[config.mk]
export PLATFORM = sky130hd
export DESIGN_NAME = piso_serializer
export DESIGN_NICKNAME = d
export VERILOG_FILES = /design/src/rtl/piso_pkg.sv /design/src/rtl/piso_bit_counter.sv /design/src/rtl/piso_serializer.sv
export SDC_FILE = /design/constraint.sdc
export NUM_CORES = 1
export LEC_CHECK = 0
export ABC_AREA = 1
export CORE_AREA = 3 3 40 42
export DETAILED_ROUTE_END_ITERATION = 10
export DIE_AREA = 0 0 43 45
export GPL_ROUTABILITY_DRIVEN = 0
export PLACE_DENSITY = 0.61
export SYNTH_ARGS = -nofsm -noshare
export SYNTH_HDL_FRONTEND = slang
export SYNTH_SLANG_ARGS = --single-unit
[constraint.sdc]
create_clock -name clk -period 1.5 [get_ports clk]
set_input_delay 0.3 -clock clk [delete_from_list [all_inputs] [get_ports clk]]
set_output_delay 0.3 -clock clk [all_outputs]
set_load 0.05 [all_outputs]
[src/rtl/piso_pkg.sv]
// Shared types and helpers for the parallel-in serial-out serializer.
package piso_pkg;

   typedef enum logic {
      IDLE  = 1'b0,
      SHIFT = 1'b1
   } state_t;

   localparam logic ORDER_LSB_FIRST = 1'b0;
   localparam logic ORDER_MSB_FIRST = 1'b1;

   // Degenerate widths still get a one-bit counter so port ranges stay legal.
   function automatic int cnt_width(input int width);
      return (width < 2) ? 1 : $clog2(width);
   endfunction

endpackage

[src/rtl/piso_bit_counter.sv]
// Frame bit index counter: counts 0..WIDTH-1, wraps to 0, and flags the last bit.
module piso_bit_counter
   import piso_pkg::*;
#(
   parameter int WIDTH = 4,
   localparam int CW = cnt_width(WIDTH)
) (
   input  logic          clk,
   input  logic          rst,
   input  logic          clear,
   input  logic          enable,
   output logic [CW-1:0] cnt,
   output logic          last
);

   localparam logic [CW-1:0] LAST_VAL = CW'(WIDTH - 1);

   assign last = (cnt == LAST_VAL);

   always_ff @(posedge clk) begin
      if (rst || clear) begin
         cnt <= '0;
      end else if (enable) begin
         cnt <= last ? '0 : cnt + CW'(1);
      end
   end

endmodule

[src/rtl/piso_serializer.sv]
// Serializes a WIDTH-bit word onto d_sout, one bit per clk, with gap-free
// back-to-back frames when a new word is offered during the last-bit cycle.
//
//   state | meaning
//   IDLE  | no frame active, d_sout parked at IDLE_LEVEL, ready for a word
//   SHIFT | frame bits on d_sout; cnt is the index of the bit currently shown
module piso_serializer
   import piso_pkg::*;
#(
   parameter int WIDTH      = 4,
   parameter bit MSB_FIRST  = 1'b1,
   parameter bit IDLE_LEVEL = 1'b0
) (
   input  logic             clk,
   input  logic             rst,
   input  logic [WIDTH-1:0] d_pin,
   input  logic             load_valid,
   output logic             load_ready,
   output logic             d_sout,
   output logic             sout_valid,
   output logic             frame_start,
   output logic             frame_done,
   output logic             busy
);

   localparam int CW = cnt_width(WIDTH);
   localparam logic [CW-1:0] PENULT = CW'(WIDTH - 2);

   state_t           state;
   state_t           state_nxt;
   logic [WIDTH-1:0] sreg;
   logic [CW-1:0]    cnt;
   logic             last;
   logic             handshake;

   function automatic logic first_bit(input logic [WIDTH-1:0] w);
      return (MSB_FIRST == ORDER_MSB_FIRST) ? w[WIDTH-1] : w[0];
   endfunction

   function automatic logic [WIDTH-1:0] advance(input logic [WIDTH-1:0] w);
      return (MSB_FIRST == ORDER_MSB_FIRST) ? (w << 1) : (w >> 1);
   endfunction

   assign load_ready = !rst && ((state == IDLE) || ((state == SHIFT) && last));
   assign handshake  = load_valid && load_ready;
   assign busy       = (state == SHIFT);
   assign sout_valid = busy;

   piso_bit_counter #(.WIDTH(WIDTH)) u_bit_counter (
      .clk    (clk),
      .rst    (rst),
      .clear  (handshake),
      .enable (state == SHIFT),
      .cnt    (cnt),
      .last   (last)
   );

   always_ff @(posedge clk) begin
      if (rst) begin
         state <= IDLE;
      end else begin
         state <= state_nxt;
      end
   end

   always_comb begin
      state_nxt = state;
      case (state)
         IDLE:    if (handshake) state_nxt = SHIFT;
         SHIFT:   if (last && !handshake) state_nxt = IDLE;
         default: state_nxt = IDLE;
      endcase
   end

   // d_sout is loaded with the bit to show next; sreg keeps the bits still to come.
   always_ff @(posedge clk) begin
      if (rst) begin
         sreg        <= '0;
         d_sout      <= IDLE_LEVEL;
         frame_start <= 1'b0;
         frame_done  <= 1'b0;
      end else begin
         frame_start <= handshake;
         frame_done  <= (state == SHIFT) && !last && (cnt == PENULT);
         if (handshake) begin
            sreg   <= advance(d_pin);
            d_sout <= first_bit(d_pin);
         end else if (state == SHIFT && !last) begin
            sreg   <= advance(sreg);
            d_sout <= first_bit(sreg);
         end else if (state == SHIFT) begin
            d_sout <= IDLE_LEVEL;
         end
      end
   end

endmodule

Word-level counts from Yosys, hierarchy flattened
Cells that the tools add are included.
{ "op_classes": {"div": 0, "add_sub_neg": 1, "muxes": 9, "n_mul": 0, "shifts": 0, "n_reduce_logical": 13, "magnitude_cmp": 0, "bitwise_logic": 1, "eq_ne": 2} }
{ "op_table": {"columns": ["op", "count"], "rows": [
  ["4-bit 2-to-1 mux", 2],
  ["1-bit logical AND", 6],
  ["1-bit 2-to-1 mux", 5],
  ["2-bit == test, second input constant", 2],
  ["1-bit logical NOT", 3],
  ["3-bit nonzero test", 1],
  ["2-bit by 1-bit adder with 2-bit output, second input constant", 1],
  ["1-bit logical OR", 2],
  ["2-bit 2-to-1 mux", 1],
  ["1-bit one-hot mux with 2 select lines", 1],
  ["2-bit nonzero test", 1],
  ["1-bit inverter", 1]
]} }
{ "word_totals": {"latch_bits": 0, "mem_bits_rw": 0, "memories": 0, "romBits": 0, "in_bits": 7, "register_bits": 9, "output_inout_bits": 6} }

Longest topological paths before layout
Gate-level depths: netlist (run 1).
{ "depth": {"depth_word": 9, "ltp_mapped": 8, "ltp_nobuf": 8} }

Modules after synthesis
From an unflattened synthesis (run 1), not the netlist that was laid out.
{ "hier_totals": {"cells_unflattened": 62, "hier_area_um2": 444.2} }
{ "by_module_without_submodules": {"columns": ["mod", "seq_area_each_um2", "n_inst", "area_per_inst_um2", "cells_per_inst"], "rows": [
  ["piso_serializer", 140.1, 1, 346.6, 48],
  ["piso_bit_counter", 40.0, 1, 97.6, 14]
]} }

Worst setup path before layout (run 1)
Ideal clock, no wire load.
{ "synth_timing": {"kind": "flip-flop to output port", "start": "reg state (netlist: busy)", "end": "out load_ready", "arrival_ns": 1.354, "setup_slack_ns": -0.154, "stages_incl_launch_ff": 4, "path_cell_list": "dfxtp_1 -> inv_2 -> nor2_2 -> nor2_1"} }
{ "synth_via": {"elab_chain_cells": 3, "elab_cells_between_ends": 4, "classes_between": "bitwise: 1; reduce/logical: 3"} }
{ "synth_rtl": {"columns": ["item", "line_no", "rtl"], "rows": [
  ["start: declaration", "piso_serializer.sv:29", "state_t state;"],
  ["start signal: assignment", "piso_serializer.sv:62", "state <= state_nxt;"],
  ["1-bit logical AND / 1-bit inverter (equally long branches)", "piso_serializer.sv:44", "assign load_ready = !rst && ((state == IDLE) || ((state == SHIFT) && last));"],
  ["1-bit logical OR *", "piso_serializer.sv:44", null],
  ["1-bit logical AND *", "piso_serializer.sv:44", null],
  ["end: declaration", "piso_serializer.sv:18", "output logic load_ready,"]
]} }
Every way passes the cells marked *; elsewhere a longest branch is shown, timed or not.

Worst setup path in the final report (run 1)
{ "layout_timing": {"start": "reg u_bit_counter.cnt[0]", "end": "out load_ready"} }
{ "layout_via": {"elab_chain_cells": 4} }
{ "layout_rtl": {"columns": ["item", "line_no", "rtl"], "rows": [
  ["start: declaration", "piso_bit_counter.sv:12", "output logic [CW-1:0] cnt,"],
  ["start signal: assignment", "piso_bit_counter.sv:24", "cnt <= last ? '0 : cnt + CW'(1);"],
  ["2-bit == test", "piso_bit_counter.sv:18", "assign last = (cnt == LAST_VAL);"],
  ["1-bit logical AND", "piso_serializer.sv:44", null],
  ["1-bit logical OR", "piso_serializer.sv:44", null],
  ["1-bit logical AND", "piso_serializer.sv:44", null]
]} }
Every way passes these cells.

==> results.py, run 1 <==
metrics = {
    "power_and_ir_drop": {
        "p_seq_frac": 0.434,
        "ir_drop_v": 0.000505,
        "power_density_nw_per_um2": 869,
        "p_comb_frac": 0.254,
        "clkPwrFrac": 0.312,
        "p_leak_nw": 0.306,
        "p_sw_frac": 0.286,
        "net-switching-power_w": 0.000170,
        "p_int_w": 0.000424,
        "total_power_w": 0.000594,
    },
    "layout": {
        "drive_above_1_share": 0.338,
        "area_growth_pct": 55.1,
        "utilization": 0.532,
        "final_net_count": 87,
        "num_antenna_cells": 0,
    },
    "floorplan": {
        "core-area_um2": 1280,
        "die_area_um2": 1940,
        "row_count": 13,
        "ios": 13,
        "initial_core_util": 0.343,
        "die_h_um": 45,
        "die_x_um": 43,
    },
    "setup_path": {
        "worstSetupPathType": "register to output port",
        "arrival_ns": 1.11,
        "startpoint_type": "register",
        "critical_path.max_fanout": 2,
        "r2r_start": "u_bit_counter.cnt[0]",
        "crit_path_end_kind": "output port",
        "r2r_end": "d_sout",
        "r2r_cells": 8,
        "worstPathRequired_ns": 1.20,
        "worst-r2r-setup-slack_ns": 0.38,
    },
    "detailed_routing": {
        "drt_iter0_drc": 3,
        "via_per_inst": 4.38,
        "drtPass1Iterations": 2,
        "antenna_left": 0,
        "routed_wl_um": 881,
        "avgRoutedWirePerCell_um": 9.58,
        "num_vias": 403,
        "remaining_drc_errors": 0,
    },
    "clocking": {
        "clkTransAtPathRegs_ns": 0.06,
        "hold_buffers": 0,
        "cts_resized": 0,
        "cts_tree": "done",
        "cts_sinks": 9,
        "root_buffer": "clkbuf_4",
        "insertion_delay_ns": 0.26,
        "postCtsSetupBuffers": 0,
        "htree_levels": 1,
        "clk_path_buf_depth": 2,
        "numCtsBuffers": 3,
    },
    "synthesis": {
        "syn_inst": 59,
        "synthTopCellsByArea": "dfxtp_1 41%, nand2_1 9.4%, nor2_1 9.4%, inv_1 6.0%, ha_1 5.7%",
        "async_reset_ff_frac": 0,
        "yosys_warnings": 0,
        "ys.flop_type": "dfxtp_1",
        "syn_area_um2": 440,
        "synth-seq-area-share": 0.409,
        "synth_nets": 68,
        "synth_area_leader_cell": "dfxtp_1",
        "synth_seq_cells": 9,
        "yosysUniqueCellTypes": 20,
        "postSynthAreaPerCell_um2": 7.46,
        "synthTopCellsByCount": "11 x nand2_1, 11 x nor2_1, 9 x dfxtp_1",
        "synth_top_area_share": 0.409,
        "synth_edf_count": 0,
    },
    "min_path": {
        "hold_path.class": "register to register",
        "holdCritStartpoint": "sreg[1]",
        "hold_depth": 2,
        "hold_end": "sreg[1]",
    },
    "global_route": {
        "grt_pass1_wl_um": 1640,
        "grt_pass1_vias": 385,
        "track_usage": 0.119,
        "overflow": 0,
        "grt_max_degree": 8,
        "antenna_found_initial": 0,
    },
    "sta": {
        "hold_viol": 0,
        "drv_slew": 0,
        "finalCritPeriodShare": 0.942,
        "layout_setup_ws_ns": 0.0870,
        "tightest_slew_ns": 0.229,
        "finalClockSkew_ns": 0.00794,
        "finalSetupTns_ns": 0,
        "rsz0062_at_grt": "false",
        "max_freq_mhz": 708,
        "period_minus_slack_ns": 1.41,
        "relSlewSlack": 0.847,
        "finalSetupViolations": 0,
    },
    "placement": {
        "place_ws_ns": 0.0486,
        "portBuffers": 12,
        "dp_hpwl_um": 701,
    },
    "flow_run": {
        "maxCapViolations": 0,
    },
    "run_status": {
        "status": "complete, no violations",
    },
}
## layout make-up
class	instances	area, um2
fill	128	602
timing repair buffer	16	210
multi-input combinational	37	203
sequential	9	181
inverter	11	43.8
clock buffer	4	26.3
tap	15	18.8
## metrics by stage
| step | instance area (um2) | hold slack (ns) | instances |
|---|---|---|---|
| final | 683 | 0.473 | 92 |
| after floorplan | 443 | 0.451 | 59 |
| after global placement | 653 | 0.468 | 88 |
| after global routing | 683 | 0.518 | 92 |
| after detailed placement | 653 | 0.463 | 88 |
| after CTS | 679 | 0.474 | 92 |
## critical path, cell delays in order (launching register included)
cell	delay [ns]
dfxtp_1	0.34
ha_2	0.20
nor2_2	0.05
nor2_2	0.12
buf_12	0.15
## logic make-up (layout without fill, tap and decap cells)
family | count (synthesis) | count (layout) | share of synthesized area
compound gates | 4 | 4 | 0.0625
flops | 9 | 9 | 0.409
buf+inv | 13 | 31 | 0.142
fa+ha+maj | 2 | 2 | 0.0568
simple gates | 31 | 31 | 0.330
## worst max path at each step
stage,to,slack [ns],cells after the start,startpoint
after global routing,load_ready,0.03,4,u_bit_counter.cnt[0]
after CTS,load_ready,0.02,4,u_bit_counter.cnt[1]
final,load_ready,0.09,4,u_bit_counter.cnt[0]
after global placement,d_sout,0.06,8,rst
after detailed placement,d_sout,0.05,8,rst
after floorplan,load_ready,0.08,3,busy
## layout by cell type (no fill, tap or decap), drive strengths merged
| master | n |
|---|---|
| buf | 10 |
| nand2 | 12 |
| o21ai | 2 |
| nor2 | 12 |
| nor3 | 1 |
| a21oi | 2 |
| clkdlybuf4s50 | 6 |
| ha | 2 |
| nand3 | 2 |
| dfxtp | 9 |
| clkbuf | 4 |
| inv | 11 |
| and3 | 1 |
| nand4 | 3 |
## sequential cells by signal, summed over array words and instances (netlist names)
name,cells
d_sout,1
sreg,3
frame_start,1
u_bit_counter.cnt,2
frame_done,1
busy,1
## power groups by stage
stage	registers, W	logic, W	clock network [W]
after floorplan	0.000279	0.0000632	0
after global placement	0.000262	0.000151	0
after detailed placement	0.000263	0.000151	0
after CTS	0.000257	0.000152	0.000194
after global routing	0.000259	0.000162	0.000212
final	0.000258	0.000151	0.000185
## layer usage
metal,part of all wire,global-route usage,wire (um),vias to the layer above
met5,0,0,0,-
li1,-,-,-,218
met3,0.065,0.0398,57,4
met4,0.033,0.108,29,0
met2,0.41,0.177,362,13
met1,0.49,0.135,431,168
Power figures use the tool's default switching activity.
==> run 2: changes to the inputs <==
GPL_TIMING_DRIVEN = 0   (was not set)
SKIP_CTS_REPAIR_TIMING = 1   (was not set)
==> run 2 against run 1 <==
Clock-buffer cell count decreased by 1. Critical path depth unchanged. Wire length is 6.9% lower. Clock skew up 0.00069 ns. Utilization is 5.2 points lower. Clock power barely moved. Sequential power barely moved. Worst hold slack worse by 0.24 ns. Global-route usage shrank 2.6 points. Power fell by 4.7%. Cell area shrank 9.7%.
==> results.py, run 2 (synthesized netlist as in run 1, its figures left out) <==
metrics = {
    "setup_path": {
        "r2r_start": "u_bit_counter.cnt[0]",
        "r2r_cells": 4,
        "worst-r2r-setup-slack_ns": 0.32,
        "r2r_end": "u_bit_counter.cnt[1]",
        "critical_path.top_delay_family": "flip-flops",
        "startpoint_type": "register",
        "crit_chain": "ha_4 -> nor2_4 -> nor2_2 -> buf_6",
        "slowest_delay_ns": 0.35,
        "cp_slowest_cell": "dfxtp_1",
        "critical_path.max_fanout": 5,
        "arrival_ns": 1.13,
        "crit_buf_inv": 1,
        "startpoint": "u_bit_counter.cnt[1]",
        "worstSetupPathType": "register to output port",
        "crit_path_end_kind": "output port",
        "worstPathRequired_ns": 1.20,
    },
    "power_and_ir_drop": {
        "p_leak_nw": 0.322,
        "ir_drop_v": 0.000609,
        "power_density_nw_per_um2": 917,
        "total_power_w": 0.000566,
    },
    "placement": {
        "portBuffers": 11,
        "dp_hpwl_um": 611,
    },
    "global_route": {
        "overflow": 0,
        "grt_pass1_vias": 322,
        "antenna_found_initial": 0,
        "grt_max_degree": 9,
        "grt_pass1_wl_um": 1280,
        "track_usage": 0.0927,
    },
    "clocking": {
        "clkTransAtPathRegs_ns": 0.07,
        "cts_tree": "done",
        "cts_sinks": 9,
        "htree_levels": 1,
        "insertion_delay_ns": 0.26,
        "clk_path_buf_depth": 2,
        "numCtsBuffers": 3,
        "root_buffer": "clkbuf_4",
    },
    "sta": {
        "rsz0062_at_grt": "false",
        "period_minus_slack_ns": 1.43,
        "hold_slack_ns": 0.233,
        "drv_slew": 0,
        "relSlewSlack": 0.663,
        "finalSetupViolations": 0,
        "max_freq_mhz": 700,
        "tightest_slew_ns": 0.505,
        "finalCritPeriodShare": 0.953,
        "hold_viol": 0,
        "finalClockSkew_ns": 0.00863,
    },
    "floorplan": {
        "die_area_um2": 1940,
        "die_h_um": 45,
        "row_count": 13,
        "initial_core_util": 0.343,
        "ios": 13,
        "die_x_um": 43,
        "core-area_um2": 1280,
    },
    "layout": {
        "reg_top3": "sreg x3, u_bit_counter.cnt x2",
        "area_growth_pct": 40.1,
        "largest_reg_flops": 3,
        "largest-register": "sreg",
        "final_net_count": 84,
        "drive_above_1_share": 0.297,
        "final_common_cell": "nand2_1",
        "num_antenna_cells": 0,
        "final_cell_mix": "11 x nand2_1, 10 x nor2_1, 8 x dfxtp_1, 7 x inv_1, 5 x clkdlybuf4s50_1",
    },
    "detailed_routing": {
        "via_per_inst": 4.34,
        "remaining_drc_errors": 0,
        "drt_iter0_drc": 5,
        "routed_wl_um": 820,
        "avgRoutedWirePerCell_um": 9.21,
        "antenna_left": 0,
        "num_vias": 386,
        "drtPass1Iterations": 3,
    },
    "min_path": {
        "holdCritStartpoint": "rst",
        "hold_depth": 2,
        "hold_end": "sreg[1]",
        "hold_path.class": "primary input to register",
    },
    "flow_run": {
        "maxCapViolations": 0,
    },
    "run_status": {
        "status": "complete, no violations",
    },
}
run 2: worst max path at each step:
stage,endpoint,depth (start not counted)
3_5_place_dp,load_ready,4
5_1_grt,load_ready,4
2_1_floorplan,load_ready,3
6_report,load_ready,4
4_1_cts,load_ready,4
3_3_place_gp,load_ready,4
run 2: power by group:
part / internal, W / leakage (nW) / switching, W
clock: 0.0000983 / 0.0177 / 0.0000899
combinational: 0.0000453 / 0.231 / 0.0000738
sequential: 0.000250 / 0.0738 / 0.00000811
run 2: through the flow:
| step | std cells | util | TNS [ns] | cell area [um2] | setup WS [ns] |
|---|---|---|---|---|---|
| final | 89 | 0.480 | 0 | 617 | 0.0706 |
| after CTS | 89 | 0.466 | -2.00 | 599 | -0.609 |
| after global routing | 89 | 0.480 | 0 | 617 | 0.00981 |
| after floorplan | 59 | - | 0 | 443 | 0.0762 |
| after global placement | 85 | 0.445 | -0.570 | 572 | -0.321 |
| after detailed placement | 85 | 0.445 | -0.585 | 572 | -0.322 |
run 2: final cells by class:
type	count	area, um2
Fill cell	139	668
Sequential cell	9	181
Timing Repair Buffer	11	109
Tap cell	15	18.8
Inverter	11	43.8
Clock buffer	3	22.5
Buffer	2	18.8
Multi-Input combinational cell	37	218
Clock inverter	1	5.00
run 2: metal layers:
| layer | up-vias | share of wire | track usage |
|---|---|---|---|
| met4 | 0 | 0 | 0.0361 |
| li1 | 212 | - | - |
| met1 | 161 | 0.46 | 0.102 |
| met5 | - | 0 | 0 |
| met3 | 0 | 0.10 | 0.0598 |
| met2 | 13 | 0.43 | 0.144 |
run 2: worst register-to-register path, delay by kind of cell (launching register included):
family / cells / cell delay, ns
compound gates: 1 / 0.19
fa+ha+maj: 1 / 0.29
buf+inv: 1 / 0.09
flops: 1 / 0.37
simple gates: 1 / 0.18
